--- src/rtl/ddr3_wr_pkg.sv ---
// Shared tags, FSM encoding and burst geometry for the DDR3 write path.
// Tag values identify the content of each 132-bit FIFO word.
package ddr3_wr_pkg;

    localparam int TAG_W        = 4;
    localparam int PAYLOAD_W    = 128;
    localparam int WORD_W       = TAG_W + PAYLOAD_W;
    localparam int CNT_W        = 24;
    localparam int BURST_STRIDE = 8;

    localparam logic [TAG_W-1:0] TAG_DATA     = 4'h0;
    localparam logic [TAG_W-1:0] TAG_FILL_HDR = 4'h1;
    localparam logic [TAG_W-1:0] TAG_WFM_HDR  = 4'h2;
    localparam logic [TAG_W-1:0] TAG_TRAILER  = 4'hF;

    typedef enum logic [1:0] {
        IDLE  = 2'd0,
        WAIT  = 2'd1,
        WRITE = 2'd2,
        DONE  = 2'd3
    } state_e;

    typedef struct packed {
        logic [TAG_W-1:0]     tag;
        logic [PAYLOAD_W-1:0] payload;
    } fifo_word_t;

    function automatic logic tag_known(input logic [TAG_W-1:0] tag);
        return (tag == TAG_DATA) || (tag == TAG_FILL_HDR) ||
               (tag == TAG_WFM_HDR) || (tag == TAG_TRAILER);
    endfunction

endpackage

--- src/rtl/ddr3_burst_addr_gen.sv ---
// Burst address generator: wrapping 8-byte-stride address, fill start latch, saturating burst count.
// Updates one cycle after advance_i/fill_start_i; no backpressure of its own.
module ddr3_burst_addr_gen
    import ddr3_wr_pkg::*;
#(
    parameter int          ADDR_W     = 26,
    parameter int unsigned BASE_ADDR  = 0,
    parameter int unsigned MEM_BURSTS = 2**23
) (
    input  logic              clk_i,
    input  logic              rst_n_i,
    input  logic              fill_start_i,
    input  logic              advance_i,
    output logic [ADDR_W-1:0] addr_o,
    output logic [ADDR_W-1:0] fill_start_adr_o,
    output logic [CNT_W-1:0]  burst_count_o
);

    localparam logic [63:0]       LAST_L    = 64'(BASE_ADDR) + (64'(MEM_BURSTS) - 64'd1) * 64'(BURST_STRIDE);
    localparam logic [ADDR_W-1:0] BASE      = ADDR_W'(BASE_ADDR);
    localparam logic [ADDR_W-1:0] LAST_ADDR = LAST_L[ADDR_W-1:0];
    localparam logic [ADDR_W-1:0] STRIDE    = ADDR_W'(BURST_STRIDE);

    logic [ADDR_W-1:0] addr_q, addr_d;
    logic [ADDR_W-1:0] fsa_q, fsa_d;
    logic [CNT_W-1:0]  cnt_q, cnt_d;

    always_comb begin
        addr_d = addr_q;
        fsa_d  = fsa_q;
        cnt_d  = cnt_q;
        if (fill_start_i) begin
            fsa_d = addr_q;
            cnt_d = '0;
        end
        if (advance_i) begin
            addr_d = (addr_q == LAST_ADDR) ? BASE : addr_q + STRIDE;
            // Saturate so a runaway fill never reports a small count.
            if (cnt_q != '1) begin
                cnt_d = cnt_q + 1'b1;
            end
        end
    end

    always_ff @(posedge clk_i or negedge rst_n_i) begin
        if (!rst_n_i) begin
            addr_q <= BASE;
            fsa_q  <= BASE;
            cnt_q  <= '0;
        end else begin
            addr_q <= addr_d;
            fsa_q  <= fsa_d;
            cnt_q  <= cnt_d;
        end
    end

    assign addr_o           = addr_q;
    assign fill_start_adr_o = fsa_q;
    assign burst_count_o    = cnt_q;

endmodule

--- src/rtl/ddr3_wr_control.sv ---
// Drains tagged FIFO words into single-beat DDR3 write bursts; pop to app_en 1 cycle, >=2 cycles/burst.
// Backpressure: app_en / app_wdf_wren each hold until their own ready; next pop waits for both.
module ddr3_wr_control
    import ddr3_wr_pkg::*;
#(
    parameter int          ADDR_W     = 26,
    parameter int unsigned BASE_ADDR  = 0,
    parameter int unsigned MEM_BURSTS = 2**23
) (
    input  logic                 clk200,
    input  logic                 reset_clk200_n,
    input  logic                 ddr3_wr_en,
    input  logic [WORD_W-1:0]    fifo_dout,
    input  logic                 fifo_empty,
    output logic                 fifo_rd_en,
    output logic                 app_en,
    output logic [2:0]           app_cmd,
    output logic [ADDR_W-1:0]    app_addr,
    input  logic                 app_rdy,
    output logic [PAYLOAD_W-1:0] app_wdf_data,
    output logic                 app_wdf_wren,
    output logic                 app_wdf_end,
    input  logic                 app_wdf_rdy,
    output logic                 ddr3_wr_done,
    output logic [ADDR_W-1:0]    fill_start_adr,
    output logic [CNT_W-1:0]     total_burst_count,
    output logic                 tag_error
);

    state_e               state_q, state_d;
    logic                 cmd_vld_q, cmd_vld_d;
    logic                 dat_vld_q, dat_vld_d;
    logic [PAYLOAD_W-1:0] data_q, data_d;
    logic [TAG_W-1:0]     tag_q, tag_d;
    logic                 first_q, first_d;
    logic                 abort_q, abort_d;
    logic                 tag_err_q, tag_err_d;

    fifo_word_t head;
    logic       pop;
    logic       cmd_done;
    logic       dat_done;
    logic       burst_done;
    logic       start_fill;

    assign head       = fifo_dout;
    assign cmd_done   = !cmd_vld_q || app_rdy;
    assign dat_done   = !dat_vld_q || app_wdf_rdy;
    assign burst_done = (state_q == WRITE) && cmd_done && dat_done;
    assign start_fill = pop && first_q;

    always_ff @(posedge clk200 or negedge reset_clk200_n) begin
        if (!reset_clk200_n) begin
            state_q <= IDLE;
        end else begin
            state_q <= state_d;
        end
    end

    always_comb begin
        state_d = state_q;
        unique case (state_q)
            IDLE: begin
                if (ddr3_wr_en) state_d = WAIT;
            end
            WAIT: begin
                if (!ddr3_wr_en)      state_d = IDLE;
                else if (!fifo_empty) state_d = WRITE;
            end
            WRITE: begin
                // A disable seen at any point during the burst wins over the trailer.
                if (burst_done) begin
                    if (abort_q || !ddr3_wr_en)     state_d = IDLE;
                    else if (tag_q == TAG_TRAILER) state_d = DONE;
                    else                           state_d = WAIT;
                end
            end
            DONE: begin
                if (!ddr3_wr_en) state_d = IDLE;
            end
            default: state_d = IDLE;
        endcase
    end

    always_comb begin
        pop          = (state_q == WAIT) && ddr3_wr_en && !fifo_empty;
        fifo_rd_en   = pop;
        ddr3_wr_done = (state_q == DONE);
    end

    always_comb begin
        cmd_vld_d = cmd_vld_q;
        dat_vld_d = dat_vld_q;
        data_d    = data_q;
        tag_d     = tag_q;
        first_d   = first_q;
        abort_d   = abort_q;
        tag_err_d = tag_err_q;
        if (pop) begin
            cmd_vld_d = 1'b1;
            dat_vld_d = 1'b1;
            data_d    = head.payload;
            tag_d     = head.tag;
            first_d   = 1'b0;
            if ((first_q && head.tag != TAG_FILL_HDR) || !tag_known(head.tag)) begin
                tag_err_d = 1'b1;
            end
        end
        if (cmd_vld_q && app_rdy)     cmd_vld_d = 1'b0;
        if (dat_vld_q && app_wdf_rdy) dat_vld_d = 1'b0;
        if (state_q == WRITE && !ddr3_wr_en) abort_d = 1'b1;
        if (state_d == IDLE) begin
            first_d = 1'b1;
            abort_d = 1'b0;
        end
    end

    always_ff @(posedge clk200 or negedge reset_clk200_n) begin
        if (!reset_clk200_n) begin
            cmd_vld_q <= 1'b0;
            dat_vld_q <= 1'b0;
            data_q    <= '0;
            tag_q     <= '0;
            first_q   <= 1'b1;
            abort_q   <= 1'b0;
            tag_err_q <= 1'b0;
        end else begin
            cmd_vld_q <= cmd_vld_d;
            dat_vld_q <= dat_vld_d;
            data_q    <= data_d;
            tag_q     <= tag_d;
            first_q   <= first_d;
            abort_q   <= abort_d;
            tag_err_q <= tag_err_d;
        end
    end

    ddr3_burst_addr_gen #(
        .ADDR_W     (ADDR_W),
        .BASE_ADDR  (BASE_ADDR),
        .MEM_BURSTS (MEM_BURSTS)
    ) u_addr_gen (
        .clk_i            (clk200),
        .rst_n_i          (reset_clk200_n),
        .fill_start_i     (start_fill),
        .advance_i        (burst_done),
        .addr_o           (app_addr),
        .fill_start_adr_o (fill_start_adr),
        .burst_count_o    (total_burst_count)
    );

    assign app_en       = cmd_vld_q;
    assign app_cmd      = 3'b000;
    assign app_wdf_data = data_q;
    assign app_wdf_wren = dat_vld_q;
    assign app_wdf_end  = dat_vld_q;
    assign tag_error    = tag_err_q;

endmodule

--- config.mk ---
export PLATFORM = sky130hd
export DESIGN_NAME = ddr3_wr_control
export DESIGN_NICKNAME = d
export VERILOG_FILES = /design/src/rtl/ddr3_wr_pkg.sv /design/src/rtl/ddr3_burst_addr_gen.sv /design/src/rtl/ddr3_wr_control.sv
export SDC_FILE = /design/constraint.sdc
export NUM_CORES = 1
export LEC_CHECK = 0
export CAP_MARGIN = 20
export CORE_MARGIN = 10
export CORE_UTILIZATION = 35
export DETAILED_ROUTE_END_ITERATION = 6
export GPL_TIMING_DRIVEN = 0
export HOLD_SLACK_MARGIN = 0.05
export PLACE_DENSITY = 0.76
export SLEW_MARGIN = 20
export SYNTH_ARGS = -nofsm -noshare
export SYNTH_HDL_FRONTEND = slang
export SYNTH_SLANG_ARGS = --single-unit
export TNS_END_PERCENT = 30
--- constraint.sdc ---
create_clock -name clk200 -period 5.15 [get_ports clk200]
set_input_delay 0.515 -clock clk200 [delete_from_list [all_inputs] [get_ports clk200]]
set_output_delay 0.515 -clock clk200 [all_outputs]
set_load 0.03 [all_outputs]
Yosys cells after proc, flatten, opt, wreduce, memory -nomap -nowiden
Index checks and enable logic that the tools add are counted.
Cells by class
  $add $sub $neg: 2
  muxes and demuxes: 19
  eq/ne operators: 10
  reductions and logical operators: 29
Operators with widths (count)
  2-to-1 mux 24 bit: 3
  adder 26 x 4 -> 26 bit (second input constant): 1
  equality test 26 bit (second input constant): 1
  2-to-1 mux 26 bit: 1
  adder 24 x 1 -> 24 bit (second input constant): 1
  != test 24 bit (second input constant): 1
  2-to-1 mux 2 bit: 7
  logical AND 1 bit: 9
  equality test 4 bit (second input constant): 2
  one-hot mux 2 bit (4 select lines): 1
  nonzero test 2 bit: 4
  logical OR 1 bit: 7
  2-to-1 mux 1 bit: 7
  zero test 1 bit: 5
  equality test 2 bit (second input constant): 2
  equality test 4 x 1 -> 1 bit (second input constant): 1
  equality test 4 x 2 -> 1 bit (second input constant): 1
  zero test 2 bit: 2
  zero test 4 bit: 1
  != test 4 x 1 -> 1 bit (second input constant): 1
  equality test 2 x 1 -> 1 bit (second input constant): 1
  AND reduction 2 bit: 1
Word-level totals
  bits of input ports: 138
  register bits after elaboration: 215

Logic depth before layout (Yosys ltp)
Gate-level depths: netlist of the first run.
  depth in word-level cells: 8
  depth in mapped cells: 8

Hierarchy
A second synthesis of the first run with hierarchy kept.
Second synthesis, totals
  cell total of the unflattened synthesis: 919
  area total of the unflattened synthesis: 8789.7 µm²
By module, submodules not included
  ddr3_wr_control: sequential area each 3479.6 µm², cells an instance 602, area an instance 5373.9 µm², instances 1
  ddr3_burst_addr_gen: sequential area each 1751.7 µm², cells an instance 317, area an instance 3415.8 µm², instances 1

Worst setup path after synthesis of the first run
Ideal clock, no wire load.
  path type: register -> register
  from: reg u_addr_gen.cnt_q[0], in the netlist u_addr_gen.burst_count_o[0]
  to: reg u_addr_gen.cnt_q[0], in the netlist u_addr_gen.burst_count_o[0]
  buffers on the path: 2
  library setup time: 125 ps
  data arrival time: 2235 ps
  slack: 2790 ps
  cell stages (with the launch flop): 8
  path through: dfrtp_1 > ha_1 > nand4_2 > or4_4 > o21ba_1 > buf_6 > buf_6 > mux2_2
On the way
  word-level cells in the longest chain between the ends: 3
Ends and longest elaborated chain
  start, declared: line ddr3_burst_addr_gen.sv:26  | logic [CNT_W-1:0] cnt_q, cnt_d;
  start signal, assigned: line ddr3_burst_addr_gen.sv:53  | cnt_q <= cnt_d;
  adder 24 x 1 -> 24 bit, or another cell as far along: line ddr3_burst_addr_gen.sv:40  | cnt_d = cnt_q + 1'b1;
  2-to-1 mux 24 bit: line ddr3_burst_addr_gen.sv:39  | if (cnt_q != '1) begin
  2-to-1 mux 24 bit (*): line ddr3_burst_addr_gen.sv:36  | if (advance_i) begin
  named net u_addr_gen.cnt_d[0]: line ddr3_burst_addr_gen.sv:26
Mark *: on every way through the listed nets, which the timed path passes. The rest lies on a longest branch.
A chain may end at the register's enable or synchronous reset.

Worst setup path after layout of the first run
  from: in ddr3_wr_en
  to: out fifo_rd_en
On the way
  word-level cells in the longest chain between the ends: 2
Ends and longest elaborated chain
  start, declared: line ddr3_wr_control.sv:12  | input logic ddr3_wr_en,
  logical AND 1 bit (2 in series): line ddr3_wr_control.sv:86  | pop = (state_q == WAIT) && ddr3_wr_en && !fifo_empty;
  end, declared: line ddr3_wr_control.sv:15  | output logic fifo_rd_en,
No other way between the ends.

==> metrics.md, run 1 <==
| Metric | Value |
|---|---|
| Status | `completed` |
| WP data arrival | `2.66 ns` |
| Largest family of logic cells by synthesized area | `simple AND/OR/NAND/NOR gates` |
| DRT Pass-1 Iters | `5` |
| IO buf count | `341` |
| Crit end category | `output pin` |
| CP Cell Sequence | `clkdlybuf4s50_1 -> nand4bb_1 -> inv_2 -> clkbuf_1 -> clkdlybuf4s50_1` |
| Delay-heaviest family, CP | `buffers and inverters` |
| CTS tree | `built` |
| Gate Count Post-Synth | `916` |
| CP max FO | `10` |
| Post-DP HPWL | `22540 microns` |
| Max Fclk | `0.3149 GHz` |
| Post-synth EDFFs | `0` |
| Cell at the slowest stage of the critical path | `clkdlybuf4s50_1` |
| Mapped Area | `0.008675 sq mm` |
| Syn_area_per_cell | `9.470 sq um` |
| Reg2Reg Setup Slack | `2.71 ns` |
| Post-synth cell types | `53` |
| Hold_sp | `app_wdf_data[115]` |
| Compound-gate portion of the synthesized area | `5.539%` |
| Max incr delay on CP | `0.76 ns` |
| Met3 GRT Util | `8.755%` |
| Die Y | `177.4 microns` |
| DIE WIDTH | `177.4 microns` |
| Hold EP | `app_wdf_data[115]` |
| Synth Area in XOR/XNOR | `2.120%` |
| Core area | `0.02432 sq mm` |
| Cells after DPL | `1591` |
| Ys async rst share | `100.0%` |
| Tot GR Track Use | `18.49%` |
| Final Instance Count excl. Fillers | `1637` |
| Fin. Hold Viols | `0` |
| R2R cell count | `6` |
| Top Ports | `351` |
| Final setup vio count | `0` |
| 1st-iter DRT viols | `475` |
| Worst-Skew Late Latency | `0.53 ns` |
| CTS Buf Count | `25` |
| Adder-Cell Fraction of Synth Area | `0.2885%` |
| # rows | `57` |
| Antenna-violating nets left | `0` |
| R2r endpoint | `app_wdf_data[61]` |
| Register area share after synthesis | `60.31%` |
| Pwr dens | `577.0 mW/mm^2` |
| DRC viols | `0` |
| Final Wtd Congestion | `0.8410` |
| WP buf/inv | `4` |
| Die area | `0.03148 sq mm` |
| Layout area overhead | `55.92%` |
| GR Util met2 | `31.05%` |
| Share of layout cells above drive strength 1 | `7.393%` |
| Unrepaired setup endpoints after global routing | `no` |
| Most used routing layer | `met2` |
| Measured slew at the worst slew-check pin | `0.9022 ns` |
| Worst hold path class | `register to register` |
| CTS root buffer | `clkbuf_16` |
| Final Cycle Share | `61.66%` |
| Crit Path Class | `primary input to output pin` |
| Leak pwr | `6.302 nW` |
| Met1 Track Usage GR | `20.84%` |
| TritonCTS Sinks | `209` |
| Via density | `4.713` |
| Vias in the first global route | `7978` |
| Drt total wl | `30000 microns` |
| #FFs+latches synth | `209` |
| Most frequent CP cell | `clkdlybuf4s50_1` |
| Clk buf depth | `3` |
| Leading register cell type out of synthesis | `dfrtp_1` |
| Clock Skew | `0.006798 ns` |
| Min Tclk post-route | `3.176 ns` |
| Most frequent cells in the layout | `nand2_1, clkdlybuf4s50_1, dfrtp_1, clkbuf_1, clkbuf_16` |
| Layout Nets | `1435` |
| Max-slew violation count | `0` |
| Initial Util | `35.67%` |
| Max H-tree Level | `1` |
| Pin count of the biggest net entering global routing | `91` |
| Final TNS setup | `0 ns` |
| Routed WL per cell | `18.33 microns` |
| Kind of start point of the critical path | `primary input` |
| Rel. slew slack | `39.85%` |
| Synth Area in Simple Gates | `25.34%` |
| Most common library cell in the layout ignoring fill and taps | `nand2_1` |
| RR Startpoint | `state_q[1]` |
| First-pass GRT wire length | `46020 microns` |
| GRT overflow | `0` |
| Initial antenna violation count | `4` |
| Resize count post-CTS | `0` |
| Synthesis warning total | `0` |
| WP data required | `4.64 ns` |
| Worst hold path depth | `2` |
| Max-cap violations | `0` |
| Mux share of post-synthesis cell area | `2.971%` |
| CTS clk-pin slew, worst paths | `0.05 ns` |
| Via count | `7715` |
| Peak VDD IR | `0.4522 mV` |
per-stage QoR:
step / utilization, % / setup WS, ns / area [sq um] / hold WS (ns) / power (W)
3_3_place_gp: 51.49 / -5.478 / 12520 / 0.4508 / 0.005839
6_report: 55.62 / 1.974 / 13530 / 0.4697 / 0.007804
3_5_place_dp: 51.74 / 1.939 / 12580 / 0.4570 / 0.005898
4_1_cts: 55.58 / 1.907 / 13520 / 0.4754 / 0.007897
2_1_floorplan: - / 2.790 / 8705 / 0.2194 / 0.004273
5_1_grt: 55.62 / 1.836 / 13530 / 0.4900 / 0.008206
final cells by class:
class | instances | area, sq um
antenna | 1 | 2.502
inverter | 11 | 41.29
tap | 324 | 405.4
buffer | 50 | 252.7
fill | 2076 | 10790
multi-input combinational | 654 | 3186
sequential | 209 | 5231
clock buffer | 34 | 739.5
clock inverter | 10 | 183.9
timing repair buffer | 344 | 3483
power breakdown:
group,total (W),switching (W),internal (W)
Sequential,0.00256,0.000356,0.00220
Combinational,0.00329,0.00199,0.00130
Clock,0.00195,0.000703,0.00125
Total,0.00780,0.00305,0.00475
how the worst max path moves through the flow:
| stage | cells past startpoint | from | endpoint | slack (ns) |
|---|---|---|---|---|
| after global placement | 1 | reset_clk200_n | app_wdf_data[65] | -5.48 |
| after floorplan | 7 | u_addr_gen.burst_count_o[0] | u_addr_gen.burst_count_o[0] | 2.79 |
| after global routing | 5 | ddr3_wr_en | fifo_rd_en | 1.84 |
| after CTS | 4 | state_q[1] | fifo_rd_en | 1.91 |
| final | 5 | ddr3_wr_en | fifo_rd_en | 1.97 |
| after detailed placement | 5 | ddr3_wr_en | fifo_rd_en | 1.94 |
cell families after synthesis:
group | after synthesis
mux | 23
fa+ha+maj | 2
flops | 209
xor+xnor | 21
other cells | 1
simple gates | 523
buf+inv | 61
compound gates | 76
worst reg2reg max path, delay by kind of cell, from the launching register on:
kind / cells / cell delay, ns
flops: 1 / 0.45
buf+inv: 3 / 1.48
simple gates: 3 / 0.46
state kept, by name, indices dropped and copies added (netlist names):
signal / count
app_wdf_data: 128
u_addr_gen.burst_count_o: 24
u_addr_gen.addr_o: 23
u_addr_gen.fill_start_adr_o: 23
tag_q: 4
state_q: 2
abort_q: 1
app_en: 1
app_wdf_end: 1
first_q: 1
tag_error: 1
cells in the mapped netlist, types with 2 or more instances:
library cell	instances	area, sq um
and3_1	5	31.28
xnor2_1	11	96.34
clkbuf_1	28	105.1
ha_1	2	25.02
nor2_1	18	67.56
buf_6	3	33.78
o21ai_0	19	95.09
buf_4	10	75.07
a41oi_1	5	43.79
or3_1	4	25.02
nand4_1	17	106.4
nor3_1	2	10.01
nor4_1	4	25.02
and2_1	5	31.28
o21bai_1	2	15.01
o21ai_1	2	10.01
nor3b_1	2	15.01
o31ai_1	5	37.54
inv_1	10	37.54
mux2_2	22	247.7
dfrtp_1	208	5205
a31oi_1	16	100.1
a21o_1	2	15.01
xor2_1	10	87.58
o21a_1	2	15.01
nand2_1	434	1629
nor2b_1	4	25.02
buf_1	5	18.77
and4_1	3	26.28
buf_2	4	20.02
nand2b_1	2	12.51
o211ai_1	3	22.52
nand3_1	14	70.07
a22o_1	2	17.52
a21oi_1	13	65.06
routing by layer:
layer / up-vias / routed length (microns)
li1: 3724 / -
met1: 3632 / 11440
met2: 308 / 14390
met3: 45 / 3466
met4: 6 / 669
met5: - / 39
what timing repair did:
item,in CTS,in global routing
hold buffers,1,0
buffers inserted,0,0
endpoints found under the hold margin,47,0
(Power assumes the default switching activity.)
==> run 2, diff against run 1 <==
==> constraint.sdc (replaced) <==
create_clock -name clk200 -period 3.05 [get_ports clk200]
set_input_delay 0.305 -clock clk200 [delete_from_list [all_inputs] [get_ports clk200]]
set_output_delay 0.305 -clock clk200 [all_outputs]
set_load 0.03 [all_outputs]
==> run 2 against run 1 <==
Clock power grew 69%. Utilization is essentially flat. Setup slack lost 1.6 ns. Combinational power grew 69%. Sequential share of layout area is essentially flat. Die area is the same. Largest cell class unchanged. Largest power group unchanged.
==> metrics.md, run 2 (synthesis gave the netlist of run 1 again) <==
| Metric | Value |
|---|---|
| Status | `completed (unchanged)` |
| Post-DP HPWL | `22540 microns (unchanged)` |
| Switching Fraction | `39.04% (was 39.08%)` |
| Antenna-violating nets left | `0 (unchanged)` |
| Kind of start point of the critical path | `register (was primary input)` |
| Layout Nets | `1434 (was 1435)` |
| Footprint of the multi-input gates | `0.003186 sq mm (unchanged)` |
| Initial antenna violation count | `4 (unchanged)` |
| Max H-tree Level | `1 (unchanged)` |
| Initial Util | `35.67% (unchanged)` |
| Pwr dens | `973.8 mW/mm^2 (was 577.0 mW/mm^2)` |
| WP data arrival | `2.36 ns (was 2.66 ns)` |
| Sequential share of power | `32.8% (about the same)` |
| Min Tclk post-route | `2.669 ns` |
| Max-cap violations | `0 (unchanged)` |
| Clk buf depth | `3 (unchanged)` |
| Cell at the slowest stage of the critical path | `clkdlybuf4s50_1 (unchanged)` |
| Final TNS setup | `0 ns (unchanged)` |
| DIE WIDTH | `177.4 microns (unchanged)` |
| Crit Path Class | `register to output pin (was primary input to output pin)` |
| Combinational Power Share | `42.2% (about the same)` |
| Post-layout util | `55.60% (was 55.62%)` |
| CTS tree | `built (unchanged)` |
| CTS root buffer | `clkbuf_16 (unchanged)` |
| Clock Skew | `0.008474 ns (was 0.006798 ns)` |
| Core area | `0.02432 sq mm (unchanged)` |
| CP max FO | `19 (was 10)` |
| Share of layout cells above drive strength 1 | `7.399% (was 7.393%)` |
| Max-slew violation count | `0 (unchanged)` |
| Tot GR Track Use | `18.49% (unchanged)` |
| R2r endpoint | `app_wdf_data[61] (unchanged)` |
| Drt total wl | `29990 microns (was 30000 microns)` |
| Max reg flops | `128 (unchanged)` |
| Pin count of the biggest net entering global routing | `91 (unchanged)` |
| Crit end category | `output pin (unchanged)` |
| Number of post-CTS setup repair buffers | `0 (unchanged)` |
| Measured slew at the worst slew-check pin | `0.8959 ns (was 0.9022 ns)` |
| P_int | `0.008026 W (was 0.004754 W)` |
| TritonCTS Sinks | `209 (unchanged)` |
| Max incr delay on CP | `0.76 ns (about the same)` |
| Final Wtd Congestion | `0.8410 (unchanged)` |
| IO buf count | `341 (unchanged)` |
| Worst hold path class | `primary input to async pin (was register to register)` |
| Unrepaired setup endpoints after global routing | `no (unchanged)` |
| First-pass GRT wire length | `46020 microns (unchanged)` |
| Fin. Hold Viols | `0 (unchanged)` |
| Rel. slew slack | `40.27% (was 39.85%)` |
| CTS clk-pin slew, worst paths | `0.06 ns (was 0.05 ns)` |
| Leak pwr | `6.301 nW (was 6.302 nW)` |
| Resize count post-CTS | `0 (unchanged)` |
| Peak VDD IR | `0.7635 mV (was 0.4522 mV)` |
| Final Cycle Share | `87.49%` |
| Die area | `0.03148 sq mm (unchanged)` |
| Layout area overhead | `55.88% (was 55.92%)` |
| Via density | `4.717 (was 4.713)` |
| GRT overflow | `0 (unchanged)` |
| FF/Latch Area | `0.005231 sq mm (unchanged)` |
| NetSw | `0.005141 W (was 0.003050 W)` |
| Reg2Reg Setup Slack | `0.49 ns (was 2.71 ns)` |
| # rows | `57 (unchanged)` |
| WP data required | `2.74 ns (was 4.64 ns)` |
| Vias in the first global route | `7978 (unchanged)` |
| Fillers | `2076 (unchanged)` |
| DRC viols | `0 (unchanged)` |
| Die Y | `177.4 microns (unchanged)` |
| Max Fclk | `0.3747 GHz` |
| Via count | `7717 (was 7715)` |
| Most common library cell in the layout ignoring fill and taps | `nand2_1 (unchanged)` |
| 1st-iter DRT viols | `436 (was 475)` |
| CP Cell Sequence | `nand4bb_1 -> inv_2 -> clkdlybuf4s50_1 (was clkdlybuf4s50_1 -> nand4bb_1 -> inv_2 -> clkbuf_1 -> clkdlybuf4s50_1)` |
| RR Startpoint | `state_q[1] (unchanged)` |
| Most frequent cells in the layout | `nand2_1, clkdlybuf4s50_1, dfrtp_1, clkbuf_1, clkbuf_16 (unchanged)` |
| Worst-Skew Late Latency | `0.53 ns (about the same)` |
| DRT Pass-1 Iters | `6 (was 5)` |
| Routed WL per cell | `18.33 microns (about the same)` |
| Clock power frac | `25.0% (about the same)` |
| CTS Buf Count | `25 (unchanged)` |
| Final setup vio count | `0 (unchanged)` |
| R2R cell count | `6 (unchanged)` |
| Top Ports | `351 (unchanged)` |
-- run 2: per-layer routing --
layer  vias up  track usage (%)  part of all wire [%]
li1       3719                -                     -
met1      3626            20.84                    38
met2       322            31.05                    48
met3        44            8.755                    12
met4         6            4.515                   2.2
met5         -                0                  0.13
-- run 2: through the flow --
stage	total power, W	setup WS, ns	cells	hold slack [ns]	instance area, sq um
after global placement	0.009859	-7.368	1589	0.4508	12520
after floorplan	0.007215	0.6899	924	0.009409	8705
after global routing	0.01386	0.2650	1636	0.2958	13520
after CTS	0.01333	0.01736	1636	0.2748	13520
after detailed placement	0.009959	0.2267	1591	0.2470	12580
final	0.01317	0.3815	1636	0.2956	13520
-- run 2: power groups by stage --
stage / sequential (W) / combinational (W) / clock (W)
after floorplan: 0.00611 / 0.00110 / 0
after global placement: 0.00431 / 0.00555 / 0
after detailed placement: 0.00435 / 0.00561 / 0
after CTS: 0.00433 / 0.00564 / 0.00337
after global routing: 0.00444 / 0.00593 / 0.00348
final: 0.00432 / 0.00555 / 0.00329
-- run 2: worst max-delay path: cells and delay by family (launching register included) --
kind          cells  cell delay [ns]
buf+inv           2             1.14
simple gates      1             0.25
flops             1             0.45
-- run 2: layout make-up --
cell class / count / share of cell area (%)
diodes: 1 / 0.01851
plain buffers: 49 / 1.841
clock buffers: 34 / 5.469
clock inverters: 10 / 1.360
inverters: 11 / 0.3054
multi-input cells: 654 / 23.56
flip-flops and latches: 209 / 38.69
well taps: 324 / 2.998
repair buffers: 344 / 25.76
-- run 2: worst max-delay path by stage --
stage	from	endpoint	slack, ns	cells past startpoint
after global placement	reset_clk200_n	app_wdf_data[65]	-7.37	1
after CTS	state_q[1]	fifo_rd_en	0.02	4
after global routing	state_q[1]	app_wdf_data[59]	0.26	6
final	state_q[1]	fifo_rd_en	0.38	3
after detailed placement	fifo_empty	app_wdf_data[93]	0.23	7
after floorplan	u_addr_gen.burst_count_o[0]	u_addr_gen.burst_count_o[0]	0.69	7
-- run 2: what timing repair did --
action	CTS	global route
setup endpoints to repair	0	1
hold buffers	1	0
hold endpoints to repair	48	0
